===== config.mk =====
export PLATFORM = sky130hd
export DESIGN_NAME = multiword_adder_ctrl
export DESIGN_NICKNAME = d
export VERILOG_FILES = /design/src/rtl/multiword_adder_ctrl.sv
export SDC_FILE = /design/constraint.sdc
export NUM_CORES = 1
export LEC_CHECK = 0
export ABC_AREA = 1
export CORE_UTILIZATION = 50
export CTS_CLUSTER_SIZE = 28
export DETAILED_ROUTE_END_ITERATION = 10
export GPL_TIMING_DRIVEN = 0
export PLACE_DENSITY = 0.76
export SETUP_SLACK_MARGIN = 0.3
export SLEW_MARGIN = 20
export SYNTH_ARGS = -nofsm -noshare
export SYNTH_HDL_FRONTEND = slang
export SYNTH_SLANG_ARGS = --single-unit

===== constraint.sdc =====
create_clock -name clk -period 6.7 [get_ports clk]
set_input_delay 1.34 -clock clk [delete_from_list [all_inputs] [get_ports clk]]
set_output_delay 1.34 -clock clk [all_outputs]
set_load 0.01 [all_outputs]

===== src/rtl/multiword_adder_ctrl.sv =====
// Wide add/subtract built from one WIDTH-bit ripple slice reused over WORDS cycles,
// least-significant slice first, with valid/ready handshakes on operands and result.

module adder #(
   parameter int WIDTH = 4
) (
   input  logic [WIDTH-1:0] a,
   input  logic [WIDTH-1:0] b,
   input  logic             cin,
   output logic [WIDTH-1:0] sum,
   output logic             cout
);
   logic [WIDTH:0] carry;

   assign carry[0] = cin;

   genvar gi;
   generate
      for (gi = 0; gi < WIDTH; gi++) begin : g_bit
         assign sum[gi]       = a[gi] ^ b[gi] ^ carry[gi];
         assign carry[gi + 1] = (a[gi] & b[gi]) | (carry[gi] & (a[gi] ^ b[gi]));
      end
   endgenerate

   assign cout = carry[WIDTH];
endmodule

module multiword_adder_ctrl #(
   parameter int WIDTH = 4,
   parameter int WORDS = 4
) (
   input  logic                   clk,
   input  logic                   rst,
   input  logic                   in_valid,
   output logic                   in_ready,
   input  logic [WIDTH*WORDS-1:0] a,
   input  logic [WIDTH*WORDS-1:0] b,
   input  logic                   cin,
   input  logic                   sub,
   output logic                   out_valid,
   input  logic                   out_ready,
   output logic [WIDTH*WORDS-1:0] s,
   output logic                   cout,
   output logic                   ovf,
   output logic                   busy
);
   localparam int OPW  = WIDTH * WORDS;
   localparam int IDXW = (WORDS > 1) ? $clog2(WORDS) : 1;
   localparam logic [IDXW-1:0] LAST_IDX = IDXW'(WORDS - 1);

   typedef enum logic [1:0] {
      IDLE = 2'd0,
      RUN  = 2'd1,
      DONE = 2'd2
   } state_t;

   state_t           state_reg;
   logic [OPW-1:0]   a_q;
   logic [OPW-1:0]   b_q;
   logic             carry_q;
   logic [IDXW-1:0]  idx;
   logic [WIDTH-1:0] s_words [WORDS];
   logic             ovf_reg;
   logic             in_ready_reg;
   logic             out_valid_reg;
   logic             busy_reg;

   // Latched operands viewed as word arrays so the slice mux is a plain index.
   logic [WIDTH-1:0] a_words [WORDS];
   logic [WIDTH-1:0] b_words [WORDS];

   genvar gi;
   generate
      for (gi = 0; gi < WORDS; gi++) begin : g_word
         assign a_words[gi]                = a_q[gi*WIDTH +: WIDTH];
         assign b_words[gi]                = b_q[gi*WIDTH +: WIDTH];
         assign s[gi*WIDTH +: WIDTH]       = s_words[gi];
      end
   endgenerate

   logic [WIDTH-1:0] slice_a;
   logic [WIDTH-1:0] slice_b;
   logic [WIDTH-1:0] slice_sum;
   logic             slice_cout;

   assign slice_a = a_words[idx];
   assign slice_b = b_words[idx];

   adder #(.WIDTH(WIDTH)) u_adder (
      .a    (slice_a),
      .b    (slice_b),
      .cin  (carry_q),
      .sum  (slice_sum),
      .cout (slice_cout)
   );

   always_ff @(posedge clk) begin
      if (rst) begin
         state_reg     <= IDLE;
         a_q           <= '0;
         b_q           <= '0;
         carry_q       <= 1'b0;
         idx           <= '0;
         ovf_reg       <= 1'b0;
         in_ready_reg  <= 1'b1;
         out_valid_reg <= 1'b0;
         busy_reg      <= 1'b0;
         for (int i = 0; i < WORDS; i++) begin
            s_words[i] <= '0;
         end
      end else begin
         case (state_reg)
            IDLE: begin
               if (in_valid) begin
                  // Subtraction is A + ~B + 1: invert B here, inject the +1 as carry-in.
                  a_q          <= a;
                  b_q          <= sub ? ~b : b;
                  carry_q      <= sub ? 1'b1 : cin;
                  idx          <= '0;
                  ovf_reg      <= 1'b0;
                  for (int i = 0; i < WORDS; i++) begin
                     s_words[i] <= '0;
                  end
                  state_reg    <= RUN;
                  in_ready_reg <= 1'b0;
                  busy_reg     <= 1'b1;
               end
            end
            RUN: begin
               s_words[idx] <= slice_sum;
               carry_q      <= slice_cout;
               if (idx == LAST_IDX) begin
                  // The final slice carries the result sign bit, so overflow resolves now.
                  ovf_reg       <= (a_q[OPW-1] == b_q[OPW-1]) &&
                                   (slice_sum[WIDTH-1] != a_q[OPW-1]);
                  state_reg     <= DONE;
                  out_valid_reg <= 1'b1;
               end else begin
                  idx <= idx + 1'b1;
               end
            end
            DONE: begin
               if (out_ready) begin
                  state_reg     <= IDLE;
                  out_valid_reg <= 1'b0;
                  busy_reg      <= 1'b0;
                  in_ready_reg  <= 1'b1;
               end
            end
            default: begin
               state_reg     <= IDLE;
               out_valid_reg <= 1'b0;
               busy_reg      <= 1'b0;
               in_ready_reg  <= 1'b1;
            end
         endcase
      end
   end

   assign in_ready  = in_ready_reg;
   assign out_valid = out_valid_reg;
   assign busy      = busy_reg;
   assign cout      = carry_q;
   assign ovf       = ovf_reg;
endmodule


After elaboration in Yosys (flattened, before gate mapping)

Memory sizes are Yosys's and may differ from the RTL's.
Cells that the tools add are included.

Flip-flop bits (word level): 41
Bits in writable memories: 16
Input port bits: 38
Output and inout bits: 21
Logic and storage cells: 103
Memories: 1

Memory list:

| name    | words | width | read ports | clocked after memory_dff | write ports | RTL line | source |
|---|---|---|---|---|---|---|---|
| s_words | 4     | 4     | 4          | 0                        | 4           | 62       | `logic [WIDTH-1:0] s_words [WORDS];` |

Add/sub/neg operators: 1
$lt $le $gt $ge: 1
Equality and inequality tests: 9
Mux-type cells: 43
Bitwise operators: 28
Reductions and logical operators: 11

Operator list:

| operator              | count |
|---|---|
| $mux W4               | 9 |
| $mux W1               | 18 |
| $bmux W4 S2           | 2 |
| $mux W16              | 1 |
| $not A16 Y16          | 1 |
| $reduce_and A3 Y1     | 5 |
| $mux W2               | 6 |
| $pmux W1 S3           | 3 |
| $and A1 B1 Y1         | 8 |
| $ne A2 B2 Y1 const B  | 4 |
| $or A1 B1 Y1          | 8 |
| $xor A1 B1 Y1         | 8 |
| $pmux W2 S3           | 1 |
| $eq A2 B2 Y1 const B  | 2 |
| $pmux W1 S2           | 2 |
| $pmux W2 S2           | 1 |
| $reduce_and A2 Y1     | 2 |
| $reduce_or A4 Y1      | 1 |
| $ge A3 B3 Y1 const B  | 1 |
| $not A2 Y3            | 1 |
| $add A2 B1 Y2 const B | 1 |
| $eq A2 B1 Y1 const B  | 1 |
| $logic_not A2 Y1      | 1 |
| $not A1 Y1            | 2 |
| 4 further kinds       | 4 |

Logic depth before layout (Yosys ltp)

Word-level depth: 16
Depth in mapped cells: 17
Mapped depth without buffers: 16

Modules after synthesis

A second synthesis with hierarchy kept.

Cell total of the unflattened synthesis: 336
Area total of the unflattened synthesis: 2705.1 sq um

Modules (own cells, without submodules):

| module               | times used | cells each | area each (sq um) | sequential area each (sq um) |
|---|---|---|---|---|
| multiword_adder_ctrl | 1          | 322        | 2587.5            | 1301.2 |
| adder                | 1          | 14         | 117.6             | 0.0 |

Worst setup path after synthesis

Ideal clock, no wire load.

Path kind: reg-to-reg
Start: register idx[0]
End: register ovf_reg (netlist: ovf)
Library setup time: 0.070 ns
Arrival: 2.772 ns
Data required time: 6.630 ns
Path slack: 3.858 ns
Cell stages (with the launch flop): 17
Buffers on the path: 1
Period minus slack after synthesis: 2.842 ns
Path through: dfxtp_1 -> inv_1 -> clkbuf_1 -> o21ai_0 -> o22ai_1 -> fa_1 -> inv_1 -> fa_1 -> inv_1 -> fa_1 -> inv_1 -> fa_1 -> nor2_1 -> nand2_1 -> nand2_1 -> nand2_1 -> a21oi_1

Longest elaborated chain between the ends: 16
Elaborated cells on any way between the ends: 28
Classes of those cells: eq/ne (3); mux (8); bitwise (15); reduce/logical (2)

Ends and longest elaborated chain:

| item                                            | RTL line | source |
|---|---|---|
| start: declaration                              | 61       | `logic [IDXW-1:0] idx;` |
| start signal: assignment                        | 139      | `idx <= idx + 1'b1;` |
| $not A2 Y3 (implied by the code)                | 86, 87   |  |
| $bmux W4 S2, on equally long branches           | 86, 87   |  |
| $mux W4, on equally long branches (2 in series) | 86, 87   |  |
| $xor A1 B1 Y1                                   | 21       | `assign carry[gi + 1] = (a[gi] & b[gi]) \| (carry[gi] & (a[gi] ^ b[gi]));` |
| $and A1 B1 Y1                                   | 21       |  |
| $or A1 B1 Y1                                    | 21       |  |
| $and A1 B1 Y1                                   | 21       |  |
| $or A1 B1 Y1                                    | 21       |  |
| $and A1 B1 Y1                                   | 21       |  |
| $or A1 B1 Y1                                    | 21       |  |
| $xor A1 B1 Y1                                   | 20       | `assign sum[gi] = a[gi] ^ b[gi] ^ carry[gi];` |
| $ne A1 B1 Y1                                    | 135      | `(slice_sum[WIDTH-1] != a_q[OPW-1]);` |
| $logic_and A1 B1 Y1                             | 134      | `ovf_reg <= (a_q[OPW-1] == b_q[OPW-1]) &&` |
| $mux W1                                         | 132      | `if (idx == LAST_IDX) begin` |
| $pmux W1 S2                                     | 112      | `case (state_reg)` |
| end signal: assignment                          | 134      |  |
| end: declaration                                | 63       | `logic ovf_reg;` |

Several ways; a longest one is shown, not always the timed one. The select of a mux whose other input is x is not followed.
A chain may end at the register's enable or synchronous reset.

Worst setup path in the final report

Ends and elaborated chain as after synthesis.

==> impl_metrics.tcl <==
set metrics [dict create \
    drc 0 \
    top_regs "a_q: 16 flops, b_q: 16 flops, s_words: 16 flops" \
    post-place-ws_ns 3.33 \
    globalplace.congestion 0.860 \
    cts_setup_buffers 0 \
    synth_cell_type_count 23 \
    finalClockSkew_ns 0.00744 \
    setup_tns_ns 0 \
    hold_class "reg2reg" \
    diodes 0 \
    yosysTopAreaCellShare 0.311 \
    cts_resized 0 \
    relSlewSlack 0.675 \
    slew_violations 0 \
    syn_to_final_growth_pct 31.5 \
    wl_um 5300 \
    num_io_pins 59 \
    cts_hold_buf 0 \
    reg2reg_from "idx[0]" \
    whs_path_depth 2 \
    required_ns 6.96 \
    cts_buffer_depth 2 \
    power_leakage_nw 1.49 \
    cts_tree "done" \
    max_freq_mhz 297 \
    synth_area_leaders "dfxtp_1 (31%), edfxtp_1 (18%), nor2_1 (9.0%), nand2_1 (8.7%), o21ai_0 (8.0%)" \
    vias 2187 \
    core-area_um2 5110 \
    path_max_fanout 11 \
    r2r_end "ovf" \
    crit_path_end_kind "flop" \
    reg2reg_slack_ns 3.33 \
    clock-root-buffer "clkbuf_8" \
    initial_utilization 0.517 \
    drv_cap 0 \
    drtAntennaViolNets 0 \
    synth_top_cell_by_area "dfxtp_1" \
    r2r_cells 16 \
    clkTransAtPathRegs_ns 0.06 \
    setup-violations-final 0 \
    wl_per_cell_um 11.4 \
    grt_pass1_wl_um 8710 \
    die_x_um 74.6 \
    fin_crit_ns 3.37 \
    final_cell_mix "nor2_1 (63), nand2_1 (61), clkdlybuf4s50_1 (56), o21ai_0 (42), dfxtp_1 (41)" \
    min_from "b_q[2]" \
    worst_slew_pin_slew_ns 0.488 \
    status "completed" \
    worstHoldEndpoint "b_q[2]" \
    num_rows 26 \
    p_per_area_nw_per_um2 244 \
    cts_sinks 57 \
    final_cells 464 \
    ys_ff_latch 57 \
    grt_start_max_net_pins 12 \
    synth.net_count 368 \
    final_common_cell "nor2_1" \
    netlist_area_um2 2640 \
    syn_avg_cell_area_um2 8.19 \
    vias_per_cell 4.71 \
    finalHoldViolCount 0 \
    clk_latency_ns 0.34 \
    cp-start-kind "flop" \
    cp-startpoint "idx[0]" \
    grt.overflow.total 0 \
    hpwl_um 4040 \
    crit_arrival_ns 3.63 \
    seq_area_um2 1300 \
    multiInputGateArea_um2 1140 \
    ys_warn_count 0 \
    worst_slack_ns 3.33 \
    critPathKind "reg2reg" \
    fill_cells 437 \
    track_usage 0.215 \
    grt_pass1_vias 1973 \
    antenna_found_initial 0 \
    place.port_buffers 56 \
    synth_seq_area_share 0.493 \
    cts_htree_levels 3 \
    rsz0062_at_grt "false" \
    fp.dieH_um 74.6 \
    cts_buffers 9 \
    drt_pass1_iterations 4 \
    vdd_drop_max_uv 144 \
    fp.dieArea_um2 5570 \
    drtIter0Drc 88 \
    place_inst 448 \
    drive_gt1_frac 0.0863 \
    totalPowerFinal_uw 847 \
    finalCritPeriodShare 0.503 \
    nets 435 \
    post_synth_inst_count 322 \
]
-- critical path: stages, from the launching register on --
cell      delay, ns
dfxtp_1        0.48
inv_1          0.13
clkbuf_1       0.27
o21ai_0        0.24
o22ai_1        0.14
fa_1           0.40
inv_1          0.08
fa_1           0.15
inv_1          0.05
fa_1           0.34
inv_1          0.08
fa_1           0.52
nor2_1         0.13
nand2_1        0.06
nand2_1        0.06
nand2_1        0.06
a21oi_1        0.12
-- layout make-up --
| class | instances | share of cell area |
|---|---|---|
| flip-flops and latches | 57 | 0.375 |
| multi-input cells | 222 | 0.328 |
| repair buffers | 56 | 0.161 |
| plain buffers | 15 | 0.0274 |
| inverters | 28 | 0.0303 |
| clock buffers | 13 | 0.0487 |
| well taps | 70 | 0.0252 |
| clock inverters | 3 | 0.00433 |
-- report_power, final --
part           total (mW)  internal [mW]  switching, mW
Sequential          0.393          0.381         0.0121
Clock               0.292          0.163          0.130
Combinational       0.161         0.0727         0.0883
-- cell usage after synthesis --
| cell type | number |
|---|---|
| a21oi_1 | 16 |
| buf_2 | 6 |
| buf_4 | 2 |
| buf_6 | 3 |
| clkbuf_1 | 3 |
| clkbuf_2 | 1 |
| clkinv_1 | 1 |
| dfxtp_1 | 41 |
| edfxtp_1 | 16 |
| fa_1 | 4 |
| ha_1 | 4 |
| inv_1 | 25 |
| inv_2 | 2 |
| nand2_1 | 61 |
| nand2_4 | 2 |
| nand3_1 | 8 |
| nor2_1 | 63 |
| nor2_4 | 2 |
| o21ai_0 | 42 |
| o21ai_1 | 1 |
| o21ai_2 | 1 |
| o22ai_1 | 2 |
| xor2_1 | 16 |
-- routing by layer --
layer / global-route usage / vias up / wire (um)
li1: - / 1155 / -
met1: 0.261 / 960 / 2380
met2: 0.354 / 58 / 2590
met3: 0.0415 / 14 / 204
met4: 0.134 / 0 / 129
met5: 0 / - / 0
-- logic make-up (layout without fill, tap and decap cells) --
group	count (synthesis)	in the layout	synth area share
AO/OA/AOI/OAI	62	62	0.120
XOR/XNOR	16	16	0.0531
adder cells (fa/ha/maj)	8	8	0.0493
buffers and inverters	43	115	0.0759
flip-flops	57	57	0.493
AND/OR/NAND/NOR	136	136	0.209
-- worst max path at each step --
stage | to | slack (ns) | cells after the start
after floorplan | ovf | 3.86 | 16
after global placement | ovf | 3.48 | 16
after detailed placement | ovf | 3.33 | 16
after CTS | ovf | 3.31 | 16
after global routing | ovf | 3.06 | 16
final | ovf | 3.33 | 16
-- through the flow --
step           hold WS, ns   util  cell area (um^2)
2_1_floorplan        0.413      -              2640
3_3_place_gp         0.428  0.644              3290
3_5_place_dp         0.434  0.644              3290
4_1_cts              0.448  0.680              3470
5_1_grt              0.465  0.680              3470
6_report             0.446  0.680              3470
Power figures use the tool's default switching activity.
